==> src/rtl/player_round_ctrl.sv <==
`default_nettype none
// ============================================================================
// Module      : player_round_ctrl
// Description : Card-round sequencer for NUM_PLAYERS hands against a dealer,
//               with result lights and saturating round / win tallies.
// Revision    : 1.0 - initial release
// ============================================================================
module player_round_ctrl #(
    parameter int NUM_PLAYERS  = 2,
    parameter int TALLY_W      = 8,
    parameter int AUTO_ADVANCE = 1
) (
    input  logic                           slow_clock,
    input  logic                           resetb,
    input  logic                           advance,
    input  logic [4*NUM_PLAYERS-1:0]       pscore,
    input  logic [4*NUM_PLAYERS-1:0]       pcard3,
    input  logic [3:0]                     dscore,
    output logic [3*NUM_PLAYERS-1:0]       load_pcard,
    output logic [2:0]                     load_dcard,
    output logic [NUM_PLAYERS-1:0]         player_win_light,
    output logic [NUM_PLAYERS-1:0]         dealer_win_light,
    output logic                           endround,
    output logic [TALLY_W-1:0]             round_count,
    output logic [TALLY_W*NUM_PLAYERS-1:0] player_tally
);

    // One spare bit keeps "idx beyond last player" representable for every N.
    localparam int IDX_W = $clog2(NUM_PLAYERS) + 1;
    localparam logic [IDX_W-1:0] LAST_IDX = IDX_W'(NUM_PLAYERS - 1);

    typedef enum logic [2:0] {
        S_RST = 3'd0,
        S_P1  = 3'd1,
        S_DC1 = 3'd2,
        S_P2  = 3'd3,
        S_DC2 = 3'd4,
        S_P3  = 3'd5,
        S_DC3 = 3'd6,
        S_END = 3'd7
    } state_t;

    state_t                   state, state_next;
    logic [IDX_W-1:0]         idx, idx_next;
    logic [NUM_PLAYERS-1:0]   draw_mask, draw_mask_next, draw_now;
    logic                     nat0, nat0_next;
    logic [3:0]               ps [NUM_PLAYERS];
    logic [TALLY_W-1:0]       tally [NUM_PLAYERS];

    generate
        for (genvar g = 0; g < NUM_PLAYERS; g++) begin : g_player
            assign ps[g]       = pscore[4*g +: 4];
            assign draw_now[g] = (pscore[4*g +: 4] <= 4'd5);
            assign player_tally[TALLY_W*g +: TALLY_W] = tally[g];
        end
        if (NUM_PLAYERS > 1) begin : g_unused
            // Only player 0's third card feeds the dealer table.
            logic unused_pcard3;
            assign unused_pcard3 = ^pcard3[4*NUM_PLAYERS-1:4];
        end
    endgenerate

    // Dealer third-card rule, keyed on player 0's third card when it drew.
    function automatic logic dealer_draws(input logic       mask0,
                                          input logic       n0,
                                          input logic [3:0] ds,
                                          input logic [3:0] pc3);
        logic r;
        r = 1'b0;
        if (mask0) begin
            case (ds)
                4'd0, 4'd1, 4'd2: r = 1'b1;
                4'd3:             r = (pc3 != 4'd8);
                4'd4:             r = (pc3 >= 4'd2) && (pc3 <= 4'd7);
                4'd5:             r = (pc3 >= 4'd4) && (pc3 <= 4'd7);
                4'd6:             r = (pc3 >= 4'd6) && (pc3 <= 4'd7);
                default:          r = 1'b0;
            endcase
        end else begin
            r = (ds <= 4'd5) && !n0;
        end
        return r;
    endfunction

    always_comb begin
        state_next     = state;
        idx_next       = idx;
        draw_mask_next = draw_mask;
        nat0_next      = nat0;
        case (state)
            S_RST: begin
                state_next = S_P1;
                idx_next   = '0;
            end
            S_P1: begin
                if (idx == LAST_IDX) begin
                    state_next = S_DC1;
                    idx_next   = '0;
                end else begin
                    idx_next = idx + IDX_W'(1);
                end
            end
            S_DC1: begin
                state_next = S_P2;
                idx_next   = '0;
            end
            S_P2: begin
                if (idx == LAST_IDX) begin
                    state_next = S_DC2;
                    idx_next   = '0;
                end else begin
                    idx_next = idx + IDX_W'(1);
                end
            end
            S_DC2: begin
                draw_mask_next = draw_now;
                nat0_next      = (ps[0] >= 4'd8);
                idx_next       = '0;
                if (dscore >= 4'd8)
                    state_next = S_END;
                else if (|draw_now)
                    state_next = S_P3;
                else if (dealer_draws(draw_now[0], (ps[0] >= 4'd8), dscore, pcard3[3:0]))
                    state_next = S_DC3;
                else
                    state_next = S_END;
            end
            S_P3: begin
                if (idx == LAST_IDX) begin
                    idx_next   = '0;
                    state_next = dealer_draws(draw_mask[0], nat0, dscore, pcard3[3:0])
                                 ? S_DC3 : S_END;
                end else begin
                    idx_next = idx + IDX_W'(1);
                end
            end
            S_DC3: state_next = S_END;
            S_END: begin
                if ((AUTO_ADVANCE != 0) || advance) begin
                    state_next = S_RST;
                    idx_next   = '0;
                end
            end
            default: begin
                state_next = S_RST;
                idx_next   = '0;
            end
        endcase
        if (idx > LAST_IDX) begin
            state_next = S_RST;
            idx_next   = '0;
        end
    end

    always_ff @(negedge slow_clock or posedge resetb) begin
        if (resetb) begin
            state       <= S_RST;
            idx         <= '0;
            draw_mask   <= '0;
            nat0        <= 1'b0;
            round_count <= '0;
            for (int i = 0; i < NUM_PLAYERS; i++) tally[i] <= '0;
        end else begin
            state     <= state_next;
            idx       <= idx_next;
            draw_mask <= draw_mask_next;
            nat0      <= nat0_next;
            // Tallies move only on the entry edge, so a held END counts once.
            if ((state_next == S_END) && (state != S_END)) begin
                if (round_count != '1) round_count <= round_count + TALLY_W'(1);
                for (int i = 0; i < NUM_PLAYERS; i++) begin
                    if ((ps[i] > dscore) && (tally[i] != '1))
                        tally[i] <= tally[i] + TALLY_W'(1);
                end
            end
        end
    end

    always_comb begin
        load_pcard       = '0;
        load_dcard       = '0;
        player_win_light = '0;
        dealer_win_light = '0;
        endround         = 1'b0;
        case (state)
            S_DC1: load_dcard[0] = 1'b1;
            S_DC2: load_dcard[1] = 1'b1;
            S_DC3: load_dcard[2] = 1'b1;
            S_END: endround      = 1'b1;
            default: ;
        endcase
        for (int i = 0; i < NUM_PLAYERS; i++) begin
            if (idx == IDX_W'(i)) begin
                if (state == S_P1) load_pcard[3*i]     = 1'b1;
                if (state == S_P2) load_pcard[3*i + 1] = 1'b1;
                if (state == S_P3) load_pcard[3*i + 2] = draw_mask[i];
            end
            if (state == S_END) begin
                player_win_light[i] = (ps[i] >= dscore);
                dealer_win_light[i] = (dscore >= ps[i]);
            end
        end
    end

endmodule
`default_nettype wire

==> config.mk <==
export PLATFORM = sky130hd
export DESIGN_NAME = player_round_ctrl
export DESIGN_NICKNAME = d
export VERILOG_FILES = /design/src/rtl/player_round_ctrl.sv
export SDC_FILE = /design/constraint.sdc
export NUM_CORES = 1
export LEC_CHECK = 0
export ABC_AREA = 1
export BUFFER_PORTS_ARGS = -buffer_cell sky130_fd_sc_hd__buf_4
export CAP_MARGIN = 30
export CORE_UTILIZATION = 50
export CTS_CLUSTER_SIZE = 40
export DETAILED_ROUTE_END_ITERATION = 8
export GPL_TIMING_DRIVEN = 0
export PLACE_DENSITY = 0.87
export SYNTH_ARGS = -nofsm -noshare
export SYNTH_HDL_FRONTEND = slang
export SYNTH_SLANG_ARGS = --single-unit
export TNS_END_PERCENT = 20
==> constraint.sdc <==
create_clock -name slow_clock -period 4.72 [get_ports slow_clock]
set_input_delay 0.472 -clock slow_clock [delete_from_list [all_inputs] [get_ports slow_clock]]
set_output_delay 0.472 -clock slow_clock [all_outputs]
set_load 0.005 [all_outputs]
; ---- After elaboration in Yosys (flattened, before gate mapping)
; Cells that the tools add are included.
[totals]
register_bits = 32
latchBits = 0
mem_bits_rw = 0
rom_bits = 0
inputBits = 23
elab_cells = 102
memories = 0
[classes]
n_addsub = 4
n_mul = 0
div = 0
n_lt_le_gt_ge = 16
n_eq_ne = 20
n_shift = 0
mux = 34
bitwise_logic = 0
reduce_logical = 21
[op_table]
columns = op, n
row1 = "adder 8 x 1 -> 8 bit, second input constant", 3
row2 = "inequality test 8 bit, second input constant", 3
row3 = case mux 3 bit (8 select lines), 1
row4 = two-way mux 1 bit, 21
row5 = two-way mux 3 bit, 6
row6 = >= comparator 4 bit, 4
row7 = "less-or-equal comparator 4 x 3 -> 1 bit, second input constant", 4
row8 = "== test 3 bit, second input constant", 5
row9 = "== test 4 x 3 -> 1 bit, second input constant", 3
row10 = "== test 4 x 2 -> 1 bit, second input constant", 2
row11 = ">= comparator 4 x 3 -> 1 bit, second input constant", 2
row12 = ">= comparator 4 bit, second input constant", 2
row13 = > comparator 4 bit, 2
row14 = logical AND 1 bit, 8
row15 = two-way mux 2 bit, 4
row16 = "== test 3 x 2 -> 1 bit, second input constant", 2
row17 = AND reduction 2 bit, 3
row18 = OR reduction 3 bit, 2
row19 = case mux 1 bit (5 select lines), 1
row20 = "== test 4 x 1 -> 1 bit, second input constant", 1
row21 = ">= comparator 4 x 2 -> 1 bit, second input constant", 1
row22 = zero test 4 bit, 1
row23 = "inequality test 4 bit, second input constant", 1
row24 = case mux 2 bit (2 select lines), 1
row25 = 11 further kinds, 12

; ---- Logic depth before layout (Yosys ltp)
[logic_depth]
depth_word = 15
mapped_depth = 13

==> metrics.cfg <==
[power_and_ir_drop]
powerDensity_nw_per_um2=212
p_int_mw=0.426
pwr-share-clk=0.389
p_leak_nw=1.56
ir_drop_uv=202
p_seq_frac=0.484
power_switching_mw=0.159
p_sw_frac=0.272
pwr-share-comb=0.127

[finish]
stdcell_count=404
design_area_um2=2760
layout-drive-gt1-share=0.220
n_antenna_cell=0
nets=387
area_delta_synth_final_pct=28.5
nFillCells=339

[place]
post-place-ws_ps=-361
io_buffers=55
dp.cells=396
place.gp.congestion=0.867
place_area_um2=2650
post-dp-hpwl_um=4050

[detailed_routing]
wl_per_cell_um=13.2
dr.pass1.iters=4
avgViaCountPerCell=5.32
drtAntennaViolNets=0
num_vias=2148
drtIter0Drc=127
drc_errors=0
totalWireLength_um=5330

[critical_path]
worst_r2r_path_depth=11
critical_path_class=reg -> out
crit_path_end_kind=output pin
cp-startpoint=state[0]
critPathMaxFanout=5
r2r_start=idx[1]
critPathCapture=player_win_light[1]
required_ps=4250
r2r-end=player_tally[0]
r2r_slack_ps=2570
cp_data_arrival_time_ps=4030
start_kind=flip-flop

[timing]
fin_skew_ps=6.65
slew_viol_final=0
hold_viol_final=0
finalWorstSetupSlack_ps=216
hold_ws_ps=436
rsz0062_at_grt=false
final-setup-viol-count=0

[floorplanning]
rows=23
initial_utilization=0.530
die_area_um2=4570
fp.coreArea_um2=4060
chipWidth_um=67.6
die_height_um=67.6
ios=61

[logic_synthesis]
synth_fp_nets=324
synthXorXnorAreaFrac=0.0733
yosysMostFrequentCell=nand2_1
netlist_instances=290
synth_edf_count=0
synth_common_cells=nand2_1 (93), inv_1 (34), dfrtn_1 (32)
ys.flop_type=dfrtn_1
synth_compound_area_frac=0.0646
yosys.area_share.simple=0.346
ys_top_cells_by_area=dfrtn_1 (37%), nand2_1 (16%), nand4_1 (9.0%)
synth_top_family_by_area=simple AND/OR/NAND/NOR gates
synthAdderAreaFrac=0.0640
synth_mux_area_frac=0
synth_top_area_cell=dfrtn_1
syn_avg_cell_area_um2=7.41
synth.top_cell.area_share=0.373
ys_seq_area_frac=0.373
synth_area_um2=2150
synth_cell_types=28
ys_ff_latch=32
synth_async_sr_flop_share=1.00
yosysWarnings=0

[global_route]
grtUsageTotal=0.263
antenna_found_initial=0
grt_pass1_wl_um=8850
grt_pass1_vias=2006
grt_max_degree=25
gr-total-overflow=0

[clock_tree]
clock_latency_ps=300
postCtsSetupRepairBufs=0
cts-root-buf=clkbuf_8
cts.sinks=32
cts_buffers=5
tritoncts=built
path_clk_slew_ps=50
h-tree-depth=2
clk_path_buf_depth=2

[run]
cap_violations=0

[status]
status=finished clean

[hold_path]
hp-class=reg -> reg

per-layer routing:
layer	vias up	track usage	wire, um
met5	-	0	0
met4	0	0.101	69
met2	59	0.439	2610
li1	1082	-	-
met3	6	0.0709	279
met1	1001	0.319	2370
final cells by class:
cell class / count / area [um^2] / share of cell area
Buffer: 4 / 32.5 / 0.0118
Inverter: 36 / 135 / 0.0489
Tap cell: 50 / 62.6 / 0.0226
Timing Repair Buffer: 56 / 440 / 0.159
Clock inverter: 2 / 10.0 / 0.00362
Multi-Input combinational cell: 218 / 1200 / 0.434
Clock buffer: 6 / 82.6 / 0.0299
Sequential cell: 32 / 801 / 0.290
layout by cell type, fill, tap and decap left out:
| cell | n |
|---|---|
| buf_16 | 1 |
| a21oi_4 | 1 |
| buf_4 | 55 |
| or2_1 | 1 |
| a21oi_2 | 1 |
| nand2_2 | 1 |
| nor2_1 | 20 |
| inv_2 | 2 |
| o41ai_1 | 1 |
| conb_1 | 1 |
| o22ai_1 | 1 |
| nand4_1 | 31 |
| a31oi_4 | 1 |
| ha_1 | 11 |
| buf_2 | 2 |
| nand2_1 | 93 |
| clkinv_2 | 2 |
| xnor2_1 | 7 |
| o21ai_1 | 1 |
| o211ai_1 | 1 |
| nor3_4 | 1 |
| clkbuf_8 | 6 |
| nor3_1 | 5 |
| dfrtn_1 | 32 |
| inv_1 | 34 |
| or2_2 | 1 |
| xor2_1 | 11 |
| buf_6 | 2 |
| a21oi_1 | 8 |
| nor2_2 | 1 |
| nor2_4 | 1 |
| nand3_1 | 10 |
| o21ai_0 | 8 |
through the flow:
step	power, mW	util	setup TNS [ps]
floorplan	0.330	-	0
global placement	0.354	0.647	-3210
detailed placement	0.360	0.654	-4280
CTS	0.589	0.678	0
global route	0.607	0.681	0
finish	0.585	0.681	0
sequential cells by signal, indices dropped and copies added, names as in the netlist:
register      count
player_tally     16
round_count       8
state             3
draw_mask         2
idx               2
nat0              1
repair_timing:
action                     in CTS  in global routing
hold buffers                    0                  0
hold endpoints to repair        0                  0
setup endpoints to repair       8                 10
resized for setup               1                  2
cloned                          0                  0
critical path, stage by stage, from the launching register on:
cell	delay, ps
dfrtn_1	510
nand2_1	120
nor2_1	350
inv_1	100
a21oi_1	160
buf_4	130
kinds of logic (layout without fill, tap and decap cells):
| family | Yosys count | after routing |
|---|---|---|
| AND/OR/NAND/NOR | 165 | 165 |
| buffers and inverters | 40 | 104 |
| flip-flops | 32 | 32 |
| AO/OA/AOI/OAI | 23 | 23 |
| XOR/XNOR | 18 | 18 |
| adder cells (fa/ha/maj) | 11 | 11 |
| other | 1 | 1 |
how the worst min path moves through the flow:
stage,depth (start not counted),from,slack (ps),endpoint
2_1_floorplan,1,idx[1],400,state[2]
3_3_place_gp,1,idx[1],420,state[2]
3_5_place_dp,1,idx[1],430,state[2]
4_1_cts,1,idx[1],440,state[2]
5_1_grt,1,idx[1],470,state[2]
6_report,1,idx[1],440,state[2]
power by group through the flow:
stage          Clock [mW]  Combinational (mW)  Sequential [mW]
6_report            0.228              0.0742            0.284
5_1_grt             0.239              0.0835            0.284
4_1_cts             0.233              0.0728            0.283
3_5_place_dp            0              0.0719            0.288
3_3_place_gp            0              0.0663            0.288
2_1_floorplan           0              0.0422            0.288
No activity file was read; power rests on OpenSTA's default activity.
